<file path="src/rtl/eucl_pkg.sv">
// Shared constants, state encoding and helpers for the eucl program sequencer.
package eucl_pkg;

  localparam int PC_W_DEF    = 4;
  localparam int INSTR_W_DEF = 21;
  localparam int DATA_W_DEF  = 8;
  localparam int MAX_CYC_DEF = 255;
  localparam int CNT_W       = 8;

  typedef enum logic [1:0] {
    IDLE  = 2'd0,
    FETCH = 2'd1,
    EXEC  = 2'd2,
    DONE  = 2'd3
  } seq_state_t;

  // Cycle counter increment that sticks at all-ones instead of wrapping.
  function automatic logic [CNT_W-1:0] sat_inc(input logic [CNT_W-1:0] v);
    return (v == '1) ? v : v + CNT_W'(1);
  endfunction

endpackage

</file>
<file path="src/rtl/eucl_prog_mem.sv">
// Program store: 2^PC_W x INSTR_W register file, one synchronous write port and
// one combinational read port. Contents are deliberately not reset.
module eucl_prog_mem #(
  parameter int PC_W    = 4,
  parameter int INSTR_W = 21
) (
  input  logic               clock,
  input  logic               we,
  input  logic [PC_W-1:0]    waddr,
  input  logic [INSTR_W-1:0] wdata,
  input  logic [PC_W-1:0]    raddr,
  output logic [INSTR_W-1:0] rdata
);

  logic [INSTR_W-1:0] mem [2**PC_W];

  always_ff @(posedge clock) begin
    if (we) begin
      mem[waddr] <= wdata;
    end
  end

  assign rdata = mem[raddr];

endmodule

</file>
<file path="src/rtl/eucl_sequencer.sv">
// Program sequencer for the eucl core: owns the program store, closes the p_c_out -> p_c
// loop, detects branch-to-self halts, enforces a cycle limit and captures the result.
module eucl_sequencer
  import eucl_pkg::*;
#(
  parameter int PC_W    = PC_W_DEF,
  parameter int INSTR_W = INSTR_W_DEF,
  parameter int DATA_W  = DATA_W_DEF,
  parameter int MAX_CYC = MAX_CYC_DEF
) (
  input  logic               clock,
  input  logic               reset,
  input  logic               load_en,
  input  logic [PC_W-1:0]    load_addr,
  input  logic [INSTR_W-1:0] load_data,
  input  logic               start,
  input  logic               abort,
  input  logic [PC_W-1:0]    p_c_out,
  input  logic [DATA_W-1:0]  dataout,
  output logic [PC_W-1:0]    p_c,
  output logic [INSTR_W-1:0] pm_cont,
  output logic               busy,
  output logic               done,
  output logic               timeout,
  output logic [DATA_W-1:0]  result,
  output logic [CNT_W-1:0]   cyc_cnt
);

  seq_state_t         state, state_nxt;
  logic [PC_W-1:0]    p_c_nxt;
  logic [INSTR_W-1:0] pm_cont_nxt;
  logic               timeout_nxt;
  logic [DATA_W-1:0]  result_nxt;
  logic [CNT_W-1:0]   cyc_cnt_nxt;
  logic [CNT_W-1:0]   cyc_inc;
  logic               ready;
  logic               mem_we;
  logic               halt;
  logic               limit;
  logic [PC_W-1:0]    rd_addr;
  logic [INSTR_W-1:0] rd_data;

  assign ready   = (state == IDLE) || (state == DONE);
  assign mem_we  = load_en && ready;
  assign halt    = (p_c_out == p_c);
  assign cyc_inc = sat_inc(cyc_cnt);
  assign limit   = (int'(cyc_inc) >= MAX_CYC);
  assign busy    = (state == FETCH) || (state == EXEC);
  assign done    = (state == DONE);

  // FETCH reads the address already held in p_c; EXEC prefetches the core's next address.
  assign rd_addr = (state == EXEC) ? p_c_out : p_c;

  eucl_prog_mem #(
    .PC_W    (PC_W),
    .INSTR_W (INSTR_W)
  ) u_prog_mem (
    .clock (clock),
    .we    (mem_we),
    .waddr (load_addr),
    .wdata (load_data),
    .raddr (rd_addr),
    .rdata (rd_data)
  );

  always_comb begin
    state_nxt   = state;
    p_c_nxt     = p_c;
    pm_cont_nxt = pm_cont;
    timeout_nxt = timeout;
    result_nxt  = result;
    cyc_cnt_nxt = cyc_cnt;
    case (state)
      IDLE, DONE: begin
        if ((state == DONE) && abort) begin
          state_nxt = IDLE;
        end else if (start) begin
          state_nxt   = FETCH;
          p_c_nxt     = '0;
          timeout_nxt = 1'b0;
          cyc_cnt_nxt = '0;
        end
      end
      FETCH: begin
        if (abort) begin
          state_nxt = IDLE;
          p_c_nxt   = '0;
        end else begin
          state_nxt   = EXEC;
          pm_cont_nxt = rd_data;
        end
      end
      EXEC: begin
        if (abort) begin
          state_nxt = IDLE;
          p_c_nxt   = '0;
        end else begin
          cyc_cnt_nxt = cyc_inc;
          if (halt) begin
            // Branch-to-self: freeze the address/instruction pair the core stopped on.
            state_nxt  = DONE;
            result_nxt = dataout;
          end else begin
            p_c_nxt     = p_c_out;
            pm_cont_nxt = rd_data;
            if (limit) begin
              state_nxt   = DONE;
              timeout_nxt = 1'b1;
              result_nxt  = dataout;
            end
          end
        end
      end
      default: begin
        state_nxt = IDLE;
      end
    endcase
  end

  always_ff @(posedge clock or posedge reset) begin
    if (reset) begin
      state   <= IDLE;
      p_c     <= '0;
      pm_cont <= '0;
      timeout <= 1'b0;
      result  <= '0;
      cyc_cnt <= '0;
    end else begin
      state   <= state_nxt;
      p_c     <= p_c_nxt;
      pm_cont <= pm_cont_nxt;
      timeout <= timeout_nxt;
      result  <= result_nxt;
      cyc_cnt <= cyc_cnt_nxt;
    end
  end

endmodule
</file>
<file path="config.mk">
export PLATFORM = sky130hd
export DESIGN_NAME = eucl_sequencer
export DESIGN_NICKNAME = d
export VERILOG_FILES = /design/src/rtl/eucl_pkg.sv /design/src/rtl/eucl_prog_mem.sv /design/src/rtl/eucl_sequencer.sv
export SDC_FILE = /design/constraint.sdc
export NUM_CORES = 1
export LEC_CHECK = 0
export BUFFER_PORTS_ARGS = -buffer_cell sky130_fd_sc_hd__buf_2
export CAP_MARGIN = 20
export CORE_MARGIN = 8
export CORE_UTILIZATION = 60
export CTS_CLUSTER_SIZE = 12
export DETAILED_ROUTE_END_ITERATION = 8
export GPL_ROUTABILITY_DRIVEN = 0
export GPL_TIMING_DRIVEN = 0
export HOLD_SLACK_MARGIN = 0.05
export PLACE_DENSITY_LB_ADDON = 0.05
export SYNTH_ARGS = -nofsm -noshare
export SYNTH_HDL_FRONTEND = slang
export SYNTH_HIERARCHICAL = 1
export SYNTH_SLANG_ARGS = --single-unit
</file>
<file path="constraint.sdc">
create_clock -name clock -period 3.9 [get_ports clock]
set_input_delay 0 -clock clock [delete_from_list [all_inputs] [get_ports clock]]
set_output_delay 0 -clock clock [all_outputs]
set_load 0.02 [all_outputs]
</file>
Word level (Yosys, flattened, before mapping) --
Memory sizes are Yosys's and may differ from the RTL's. Index checks and enable logic that the tools add are counted.
Operators by class: multiplexer cells 33, add/subtract/negate cells 1, reductions and logical operators 15, eq/ne operators 15, order comparisons 1, bitwise logic cells 1
Operators with widths (number):
- $mux 21 | 3
- $mux 8 | 6
- $pmux 21 s2 | 1
- $mux 4 | 6
- $pmux 8 s2 | 1
- $ne 2x2->1 const B | 7
- $mux 2 | 6
- $pmux 4 s3 | 1
- $reduce_and 4->1 | 3
- $add 8x1->8 const B | 1
- $eq 8x8->1 const B | 1
- $ge 8x8->1 const B | 1
- $mux 1 | 7
- $ne 3x3->1 const B | 2
- $pmux 2 s3 | 1
- $reduce_and 6->1 | 1
- $reduce_bool 2->1 | 3
- $eq 2x2->1 const B | 2
- $eq 4x4->1 | 1
- $ne 4x4->1 const B | 1
- $reduce_and 3->1 | 1
- $eq 2x1->1 const B | 1
- $logic_and 1x1->1 | 2
- $logic_not 2->1 | 1
- other kinds (5) | 6
Word-level totals: word-level logic and storage cells 73, flip-flop bits (word level) 44, memory bits (writable) 336, memories 1, output and inout port bits 44
Memories:
- u_prog_mem.mem | words 16, bits a word 21, rd ports 1, clocked after Yosys merged registers in 0, write ports 1, line eucl_prog_mem.sv:15 | logic [INSTR_W-1:0] mem [2**PC_W];

Longest topological paths before layout --
Gate-level depths: netlist of the first run.
depth after elaboration 7, gate-level depth with buffers 10, mapped depth without buffers 7

Modules after synthesis --
Netlist of the first run, hierarchy kept.
By module, submodules not included:
- eucl_prog_mem | cells an instance 536, times used 1, area an instance 12857.3 µm²
- eucl_sequencer | cells an instance 187, times used 1, area an instance 2193.4 µm²

Worst setup path before layout of the first run --
No wires, ideal clock.
kind register to register, from register state[1], to memory u_prog_mem.mem[0][0], enable pin, data required time 3.474 ns, setup slack 0.336 ns, clock period less this slack 3.564 ns, stages on the path, launching flop included 7, data arrival time 3.138 ns, setup time 0.426 ns, cells stage by stage dfrtp_1 -> inv_1 -> ha_1 -> clkbuf_1 -> nor2b_1 -> or3b_1 -> nor3_1
Between the ends: cells in the longest elaborated chain, start to end 5
Ends and longest elaborated chain:
- start: declaration | line eucl_sequencer.sv:29 | seq_state_t state, state_nxt;
- start signal: assignment | line eucl_sequencer.sv:129 | state <= state_nxt;
- $eq 2x2->1 / $logic_not 2->1 (equally long branches) | line eucl_sequencer.sv:43 | assign ready = (state == IDLE) || (state == DONE);
- $logic_or 1x1->1 * | line eucl_sequencer.sv:43
- $logic_and 1x1->1 * | line eucl_sequencer.sv:44 | assign mem_we = load_en && ready;
- named net mem_we | line eucl_sequencer.sv:37 | logic mem_we;
- $mux 1 * | line eucl_prog_mem.sv:18 | if (we) begin
- $mux 1 (not written as such) * | line eucl_prog_mem.sv:19 | mem[waddr] <= wdata;
- end: declaration | line eucl_prog_mem.sv:15
The timed path passes the listed nets; every way through them passes the cells marked *.

Final worst setup path of the first run --
from register state[1], to memory u_prog_mem.mem[0][12], enable pin
The elaborated chain is that of the path after synthesis.

==> results of run 1 <==
-- state kept, by name, summed over array words and instances, names as in the netlist --
name,count
u_prog_mem/mem,336
pm_cont,21
cyc_cnt,8
result,8
p_c,4
state,2
timeout,1
-- worst max-delay path by stage --
stage	end	from	depth (start not counted)	slack [ps]
finish	u_prog_mem/mem[0][12]	state[1]	8	570
global route	u_prog_mem/mem[0][11]	state[1]	8	400
CTS	u_prog_mem/mem[0][12]	state[0]	8	570
detailed placement	u_prog_mem/mem[0][10]	state[0]	8	630
global placement	u_prog_mem/mem[12][11]	state[1]	6	-1520
floorplan	u_prog_mem/mem[0][0]	state[1]	6	340
-- per-stage QoR --
step / util (%) / hold slack (ps) / setup slack, ps
2_1_floorplan: - / 98.9 / 336
3_3_place_gp: 63.8 / 231 / -1520
3_5_place_dp: 65.0 / -16.6 / 625
4_1_cts: 71.5 / 234 / 573
5_1_grt: 71.5 / 262 / 395
6_report: 71.5 / 259 / 571
-- critical path, cell delays in order (launching register included) --
cell      delay, ps
dfrtp_1         440
inv_1            90
ha_1            310
clkbuf_1        220
nor2b_1         270
or3b_1          530
nor3_2          760
buf_8           240
buf_6           160
-- kinds of logic after synthesis --
kind of cell,count (synthesis),synth area share (%)
buf+inv,39,1.85
xor+xnor,4,0.233
fa+ha+maj,5,0.416
mux,119,16.1
simple gates,91,2.90
flops,380,74.4
compound gates,85,4.15
-- cell type report --
class                      count  area, um2
fill                        1515       7090
buffer                        33        256
sequential                   380      11200
clock buffer                  61       1140
timing repair buffer         137       1020
inverter                       6       22.5
tap                          330        413
multi-input combinational    304       3690
clock inverter                 8       63.8
-- power by group through the flow --
| stage | sequential (mW) | combinational, mW | clock [mW] |
|---|---|---|---|
| detailed placement | 4.89 | 2.50 | 0 |
| finish | 4.81 | 2.54 | 3.51 |
| global placement | 4.88 | 2.41 | 0 |
| global route | 4.84 | 2.72 | 3.72 |
| CTS | 4.81 | 2.55 | 3.57 |
| floorplan | 5.05 | 1.52 | 0 |
-- routing by layer --
layer	up-vias	GRT usage [%]	wire length [um]
met2	379	38.1	16900
met5	-	0	0
li1	3386	-	-
met1	4145	30.2	13700
met3	70	4.47	2720
met4	0	7.16	903
-- timing repair --
| action | 4_1_cts | 5_1_grt |
|---|---|---|
| resized for setup | 0 | 0 |
| hold buffers | 41 | 0 |
| endpoints found under the hold margin | 416 | 0 |
-- cells in the mapped netlist, types with 2 or more instances --
cell type	instances	share of area [%]
a31oi_1	3	0.12
nor2_1	22	0.55
dfrtp_1	44	7.3
mux4_2	47	7.0
mux4_1	37	6.5
o211ai_1	3	0.15
nand3b_1	2	0.10
buf_6	3	0.22
mux2_2	33	2.5
nand2b_1	2	0.083
buf_1	4	0.10
and2_1	2	0.083
o22ai_1	2	0.083
a22oi_1	42	2.1
a21o_1	2	0.10
nand4_1	2	0.083
nor3_1	8	0.27
buf_12	6	0.80
mux2i_1	2	0.13
a32o_1	2	0.13
a21oi_1	10	0.33
xnor2_1	4	0.23
a22o_1	6	0.35
inv_1	6	0.15
nor2b_1	3	0.12
nand3_1	8	0.27
o21ai_0	7	0.23
nand2_1	35	0.87
buf_2	9	0.30
clkbuf_1	10	0.25
ha_1	5	0.42
edfxtp_1	336	67
-- cell usage in the layout, fill, tap and decap left out, types with 3 or more instances in the layout --
cell type / instances
edfxtp_1: 336
buf_2: 93
mux4_2: 47
dfrtp_1: 44
a22oi_1: 42
clkbuf_16: 41
dlygate4sd3_1: 41
mux4_1: 37
nand2_1: 35
mux2_2: 33
clkbuf_1: 26
nor2_4: 12
a21oi_1: 10
nor2_1: 10
nand3_1: 8
buf_6: 7
o21ai_0: 7
buf_12: 7
a22o_1: 6
inv_1: 5
ha_1: 5
nor3_1: 4
xnor2_1: 4
clkbuf_8: 4
clkinv_1: 4
buf_1: 4
nor3_2: 4
o211ai_1: 3
a31oi_1: 3
nor2b_1: 3
buf_16: 3
==> out/qor.yml, run 1 <==
rr_worst_depth: 8
status: "complete, no violations"
rsz0062_at_grt: "false"
cts_tree: "done"
fin_crit_sh_pct: 85.3
worstPathArrival_ps: 3550
fin_worst_skew_ps: 15.6
placementRows: 58
yosysWarningCount: 6
crit_fanout: 9
grt_antenna_before_repair: 0
wl_um: 34200
die_area_mm2: 0.0304
start_util_pct: 60.5
hold_viol: 0
cts_sinks: 380
synth-edff-count: 336
core_area_mm2: 0.0249
ys_seq_elements: 380
hold_path_class: "in -> reg"
clk_pin_slew_worst_paths_ps: 60
r2r_start: "state[1]"
drt_iter0_markers: 897
holdPathStages: 3
p_clk_share_pct: 32.3
fp.dieH_um: 174
power.share.sequential_pct: 44.3
via_per_inst: 6.34
grt_remaining_overflow: 0
fin_area_mm2: 0.0178
crit_required_ps: 4120
diodes: 0
power.leakage_nw: 6.06
setup_violations: 0
clkLatencyLatePin_ps: 520
die_w_um: 174
dpl.hpwl_um: 20800
avgRoutedWirePerCell_um: 27.2
area_growth_pct: 18.3
htreeDepth: 2
synth.distinct_cells: 48
dp.cells: 1149
grt_max_degree: 35
cts_buffers: 40
drcViolationCount: 0
ys_seq_area_share_pct: 74.4
p_comb_share_pct: 23.4
drt_pre_antenna_iters: 5
place_area_mm2: 0.0162
power.total_mw: 10.9
timing.rr.end: "u_prog_mem/mem[0][12]"
netlist_instances: 723
syn_avg_cell_area_um2: 20.8
postRouteAntennaNets: 0
syn_nets: 770
p_switching_mw: 2.98
drive_gt1_share_pct: 29.1
maxSlewHeadroom_pct: 34.9
tightest_slew_ps: 977
slew_violations: 0
max_freq_mhz: 300
pwr_density_cell_mw_per_mm2: 610
fin_tns_setup_ps: 0
fin_crit_ps: 3330
grt.total_usage_pct: 22.9
hold_path_end: "result[7]"
layoutNonFillerInstCount: 1259
regToRegSetupSlack_ps: 570
startpoint_type: "flip-flop"
cap_violations: 0
async_flop_share_pct: 11.6
pin_count: 86
grt_pass1_wl_um: 51500
criticalPathCategory: "reg -> reg"
io_buffers: 84
netlist_area_mm2: 0.0151
cts_root_buffer: "clkbuf_16"
synth_top_flop_cell: "edfxtp_1"
fin_nets: 949
grt_pass1_vias: 8408
hp-start: "dataout[7]"
p_int_mw: 7.87
clk_path_buf_depth: 3
switching_share_pct: 27.5
end_kind: "flip-flop"
vias: 7980
ir_drop_uv: 492
postCtsSetupRepairBufs: 0
Note: power is estimated with default switching activity, not from simulation.
==> inputs of run 2 (changes only) <==
--- a/config.mk
+++ b/config.mk
@@ -5,10 +5,12 @@
 export SDC_FILE = /design/constraint.sdc
 export NUM_CORES = 1
 export LEC_CHECK = 0
-export BUFFER_PORTS_ARGS = -buffer_cell sky130_fd_sc_hd__buf_2
+export BUFFER_PORTS_ARGS = -buffer_cell sky130_fd_sc_hd__buf_4
 export CAP_MARGIN = 20
+export CELL_PAD_IN_SITES_DETAIL_PLACEMENT = 1
+export CELL_PAD_IN_SITES_GLOBAL_PLACEMENT = 2
 export CORE_MARGIN = 8
-export CORE_UTILIZATION = 60
+export CORE_UTILIZATION = 48
 export CTS_CLUSTER_SIZE = 12
 export DETAILED_ROUTE_END_ITERATION = 8
 export GPL_ROUTABILITY_DRIVEN = 0
==> run 2 against run 1 <==
- largest power group unchanged
- hold slack better by 8.4 ps
- cell count is 6.0% higher
- clock power hardly changed
- sequential power hardly changed
- critical path depth stayed put
- first-iteration DRC count is 50% lower
- utilization is 14 points lower
- fmax is 8.6% lower
- largest cell class unchanged
- die area is 23% higher
- combinational power is 5% higher
==> out/qor.yml, run 2 (synthesized netlist as in run 1, its figures left out) <==
placementRows: 65  # +12%
postRouteAntennaNets: 0  # unchanged
cp_slowest_cell: "dlygate4sd3_1"
postCtsSetupRepairBufs: 0  # unchanged
tightest_slew_ps: 978  # +0.939 ps
fp.dieH_um: 193  # +11%
die_area_mm2: 0.0373  # +23%
cpPeakStageDelay_ps: 810  # +50 ps
power.total_mw: 11.0  # +1.5%
fin_area_mm2: 0.0180  # +1.4%
diodes: 0  # unchanged
start_util_pct: 48.2  # -12 points
status: "complete, no violations"
maxSlewHeadroom_pct: 34.6  # -0.22 points
dpl.hpwl_um: 22700  # +9.2%
largest_reg_flops: 336  # unchanged
cts_sinks: 380  # unchanged
power.leakage_nw: 6.09  # +0.47%
critPathTopFamily: "buffers and inverters"
pwr_density_cell_mw_per_mm2: 611  # +0.14%
clk_path_buf_depth: 3  # unchanged
cap_violations: 0  # unchanged
grt_pass1_wl_um: 54900  # +6.6%
post-route-util_pct: 57.8  # -14 points
core_area_mm2: 0.0312  # +25%
multiInputGateArea_mm2: 0.00369  # unchanged
slew_violations: 0  # unchanged
fillers: 2710  # +79%
end_kind: "flip-flop"
htreeDepth: 2  # unchanged
hold_path_class: "in -> reg"
fin_worst_skew_ps: 15.5  # -0.0688 ps
cts-resized-gates: 0  # unchanged
path_buf_inv: 4  # unchanged
fin_crit_ps: 3640  # +313 ps
drt_iter0_markers: 449  # -50%
crit_required_ps: 4120  # about the same
clkLatencyLatePin_ps: 530  # about the same
via_per_inst: 5.87  # -7.4%
grt_pass1_vias: 8796  # +4.6%
final_cell_mix: "edfxtp_1, buf_4, mux4_2"
critical_path.cell_chain: "inv_1 -> ha_1 -> clkbuf_1 -> nor2b_1 -> nand3_1 -> nor3_2 -> dlygate4sd3_1 -> buf_8"
area_growth_pct: 19.9
startpoint_type: "flip-flop"
dp.cells: 1219  # +6.1%
rsz0062_at_grt: "false"
clk_pin_slew_worst_paths_ps: 60  # about the same
largest-register: "u_prog_mem/mem"
fin_nets: 947  # -0.21%
cts_buffers: 40  # unchanged
drive_gt1_share_pct: 28.9  # -0.20 points
drt_pre_antenna_iters: 4  # -1
grt_antenna_before_repair: 0  # unchanged
cts_root_buffer: "clkbuf_16"
hold_viol: 0  # unchanged
grt_max_degree: 32  # -8.6%
worstPathArrival_ps: 3870  # +320 ps
criticalPathCategory: "reg -> reg"
crit_fanout: 8  # -1
setup_violations: 0  # unchanged
grt.total_usage_pct: 20.3  # -2.6 points
wl_um: 36900  # +7.8%
hold_buffers: 41  # unchanged
cts_tree: "done"
drcViolationCount: 0  # unchanged
vias: 7829  # -1.9%
final_common_cell: "edfxtp_1"
avgRoutedWirePerCell_um: 27.6  # +1.7%
die_w_um: 193  # +11%
register_area_mm2: 0.0112  # unchanged
fin_tns_setup_ps: 0  # unchanged
place_area_mm2: 0.0164  # +1.4%
max_freq_mhz: 275  # -8.6%
pin_count: 86  # unchanged
layoutNonFillerInstCount: 1334  # +6.0%
ir_drop_uv: 419  # -15%
io_buffers: 84  # unchanged
grt_remaining_overflow: 0  # unchanged
fin_crit_sh_pct: 93.4  # +8.0 points
reg_top3: "u_prog_mem/mem: 336 flops, pm_cont: 21 flops"
-- run 2: metrics by stage --
step | hold WS, ps | setup slack (ps)
after floorplan | 98.9 | 336
after global placement | 238 | -1540
after detailed placement | 2.67 | 350
after CTS | 238 | 302
after global routing | 258 | 127
final | 268 | 258
-- run 2: path summary, 6_finish.rpt --
| check | start | cells after the start | endpoint | slack (ps) |
|---|---|---|---|---|
| max | state[1] | 8 | u_prog_mem/mem[12][20] | 260 |
| min | load_addr[2] | 3 | u_prog_mem/mem[8][16] | 270 |
| max reg2reg | state[1] | 8 | u_prog_mem/mem[12][20] | 260 |
| min reg2reg | timeout | 1 | timeout | 500 |
| max in group asynchronous | reset | 5 | pm_cont[15] | 2760 |
| min in group asynchronous | reset | 4 | pm_cont[8] | 600 |
-- run 2: tightest hold or removal path, delay by kind of cell --
| family | cells | cell delay, ps |
|---|---|---|
| buffers and inverters | 1 | 110 |
| and+or+nand+nor | 2 | 490 |
-- run 2: final cells by class --
type / count / share of cell area, %
sequential: 380 / 62.0
multi-input combinational: 304 / 20.5
clock buffer: 68 / 6.53
timing repair buffer: 135 / 6.46
tap: 402 / 2.79
buffer: 33 / 1.42
clock inverter: 6 / 0.222
inverter: 6 / 0.125
-- run 2: power by group --
group / internal, mW / total, mW / switching (mW)
logic: 1.20 / 2.67 / 1.47
clock network: 2.06 / 3.53 / 1.47
registers: 4.69 / 4.83 / 0.136
total: 7.95 / 11.0 / 3.07
-- run 2: layer usage --
metal	up-vias	global-route usage [%]	share of wire, %
met5	-	0	0
met4	0	6.30	2.3
met3	60	2.91	5.0
met2	204	36.1	52
met1	4179	25.4	41
li1	3386	-	-
==> inputs of run 3 (changes only) <==
--- a/config.mk
+++ b/config.mk
@@ -5,12 +5,13 @@
 export SDC_FILE = /design/constraint.sdc
 export NUM_CORES = 1
 export LEC_CHECK = 0
+export ABC_AREA = 1
 export BUFFER_PORTS_ARGS = -buffer_cell sky130_fd_sc_hd__buf_4
 export CAP_MARGIN = 20
 export CELL_PAD_IN_SITES_DETAIL_PLACEMENT = 1
 export CELL_PAD_IN_SITES_GLOBAL_PLACEMENT = 2
 export CORE_MARGIN = 8
-export CORE_UTILIZATION = 48
+export CORE_UTILIZATION = 40
 export CTS_CLUSTER_SIZE = 12
 export DETAILED_ROUTE_END_ITERATION = 8
 export GPL_ROUTABILITY_DRIVEN = 0
==> run 3 against run 2 <==
- cell count is 80% higher
- via count is 59% higher
- fmax is 6.3% higher
- routed wire length is 55% higher
- combinational power is 130% higher
- highest routed layer unchanged
==> out/qor.yml, run 3 <==
pwr_density_cell_mw_per_mm2: 746  # +22%
maxSlewHeadroom_pct: 22.1  # -13 points
reg_top3: "u_prog_mem/mem: 336 flops, pm_cont: 21 flops"
cts_root_buffer: "clkbuf_16"
ys_top_cells_by_count: "nand2_1, edfxtp_1, inv_1"
path_buf_inv: 1  # -3
hold_path_class: "in -> reg"
avgRoutedWirePerCell_um: 23.7  # -14%
end_kind: "flip-flop"
clk_pin_slew_worst_paths_ps: 50  # about the same
cpPeakStageDelay_ps: 940  # +130 ps
fin_crit_ps: 3430  # -216 ps
cts_tree: "done"
synth_top_area_share_pct: 60.3  # -6.7 points
drcViolationCount: 0  # unchanged
critical_path.cell_chain: "inv_1 -> ha_1 -> nor2_1 -> nand3b_1 -> nor2_4"
cts_sinks: 380  # unchanged
grt_max_degree: 31  # -3.1%
post-route-util_pct: 48.2  # -9.6 points
cp_slowest_cell: "nor2_4"
fillers: 4635  # +71%
netlist_area_mm2: 0.0167  # +11%
htreeDepth: 2  # unchanged
hold_viol: 0  # unchanged
syn_nets: 1706  # +120%
clkLatencyLatePin_ps: 560  # +30 ps
final_common_cell: "nand2_1"
fin_worst_skew_ps: 17.3  # +1.84 ps
core_area_mm2: 0.0417  # +33%
die_w_um: 221  # +14%
netlist_instances: 1659  # +130%
grt.total_usage_pct: 23.9  # +3.7 points
fin_area_mm2: 0.0201  # +11%
synth-edff-count: 336  # unchanged
slew_violations: 0  # unchanged
clk_path_buf_depth: 3  # unchanged
grt_pass1_vias: 12900  # +47%
async_flop_share_pct: 11.6  # unchanged
pin_count: 86  # unchanged
startpoint_type: "flip-flop"
cap_violations: 0  # unchanged
status: "complete, no violations"
yosysWarningCount: 6  # unchanged
synth_top_flop_cell: "edfxtp_1"
postRouteAntennaNets: 0  # unchanged
area_growth_pct: 20.1
ir_drop_uv: 407  # -2.8%
drive_gt1_share_pct: 12.8  # -16 points
grt_remaining_overflow: 0  # unchanged
rsz0062_at_grt: "false"
yosys-top-cells-area: "edfxtp_1, nand2_1, nand3_1, inv_1, dfrtp_1"
largest-register: "u_prog_mem/mem"
critPathTopFamily: "simple AND/OR/NAND/NOR gates"
fp.dieH_um: 221  # +14%
synth_area_leader_cell: "edfxtp_1"
ys_seq_elements: 380  # unchanged
ys_seq_area_share_pct: 66.9  # -7.5 points
dp.cells: 2292  # +88%
dpl.hpwl_um: 37100  # +63%
worstPathArrival_ps: 3590  # -280 ps
crit_required_ps: 4070  # -50 ps
drt_iter0_markers: 960  # +110%
start_util_pct: 40.2  # -8.0 points
power.leakage_nw: 8.81  # +45%
grt_antenna_before_repair: 0  # unchanged
setup_violations: 0  # unchanged
die_area_mm2: 0.0486  # +30%
final_cell_mix: "nand2_1, edfxtp_1, inv_1"
tightest_slew_ps: 1170  # +191 ps
fin_crit_sh_pct: 87.8  # -5.5 points
largest_reg_flops: 336  # unchanged
max_freq_mhz: 292  # +6.3%
layoutNonFillerInstCount: 2406  # +80%
io_buffers: 85  # +1.2%
wl_um: 57100  # +55%
cts_buffers: 43  # +7.5%
syn_avg_cell_area_um2: 10.1  # -52%
synth_most_common_cell: "nand2_1"
via_per_inst: 5.17  # -12%
place_area_mm2: 0.0184  # +12%
hold_slack_ps: 159  # -109 ps
grt_pass1_wl_um: 83500  # +52%
crit_fanout: 21  # +13
vias: 12400  # +59%
criticalPathCategory: "reg -> reg"
synth.distinct_cells: 36  # -25%
diodes: 0  # unchanged
fin_nets: 1883  # +99%
placementRows: 75  # +15%
drt_pre_antenna_iters: 5  # +1
power.total_mw: 15.0  # +36%
==> run 3: metal layers <==
metal | part of all wire [%] | vias to the layer above | GRT usage [%]
met5 | 0 | - | 0
met4 | 2.3 | 0 | 7.45
met3 | 5.7 | 76 | 3.31
met2 | 47 | 334 | 39.4
met1 | 45 | 6322 | 32.6
li1 | - | 5705 | -
==> run 3: kinds of logic after synthesis <==
| logic type | share of synthesized area, % |
|---|---|
| compound gates | 1.41 |
| flops | 66.9 |
| xor+xnor | 0.314 |
| buf+inv | 9.44 |
| fa+ha+maj | 0.374 |
| simple gates | 21.6 |
==> run 3: worst register-to-register path: cells and delay by family (launching register included) <==
kind | cells | cell delay [ps]
AND/OR/NAND/NOR | 3 | 2110
adder cells (fa/ha/maj) | 1 | 430
flip-flops | 1 | 420
buffers and inverters | 1 | 90
==> run 3: path summary, 6_finish.rpt <==
| kind | from | end | slack [ps] | cells after the start |
|---|---|---|---|---|
| worst min-delay path | p_c_out[2] | timeout | 160 | 7 |
| max in group asynchronous | reset | result[2] | 2800 | 5 |
| min in group asynchronous | reset | cyc_cnt[0] | 580 | 4 |
| worst max register to register | state[0] | u_prog_mem/mem[4][17] | 470 | 5 |
| worst max-delay path | state[0] | u_prog_mem/mem[4][17] | 470 | 5 |
| worst min register to register | result[3] | result[3] | 470 | 2 |
==> run 3: final cells by class <==
class                   instances  area (um2)  area share [%]
flip-flops and latches        380       11200            55.7
multi-input cells             906        4080            20.3
repair buffers                132        1240            6.15
clock buffers                  54        1160            5.77
inverters                     298        1120            5.58
well taps                     539         674            3.36
plain buffers                  75         459            2.29
clock inverters                22         171           0.853
==> run 3: repair_timing <==
action / 4_1_cts / 5_1_grt
hold endpoints to repair: 405 / 0
gates resized for setup: 0 / 1
setup buffers: 0 / 0
endpoints found under the setup margin: 0 / 1
hold buffers: 37 / 0
==> run 3: power breakdown <==
| group | total (mW) | internal [mW] | switching [mW] |
|---|---|---|---|
| clock network | 3.89 | 2.29 | 1.60 |
| logic | 6.26 | 1.75 | 4.51 |
| registers | 4.84 | 4.71 | 0.128 |
==> run 3: through the flow <==
stage               worst slack [ps]  setup TNS [ps]
floorplan                       1310               0
global placement                -785         -175330
detailed placement               244               0
CTS                              223               0
global route                     255               0
finish                           474               0
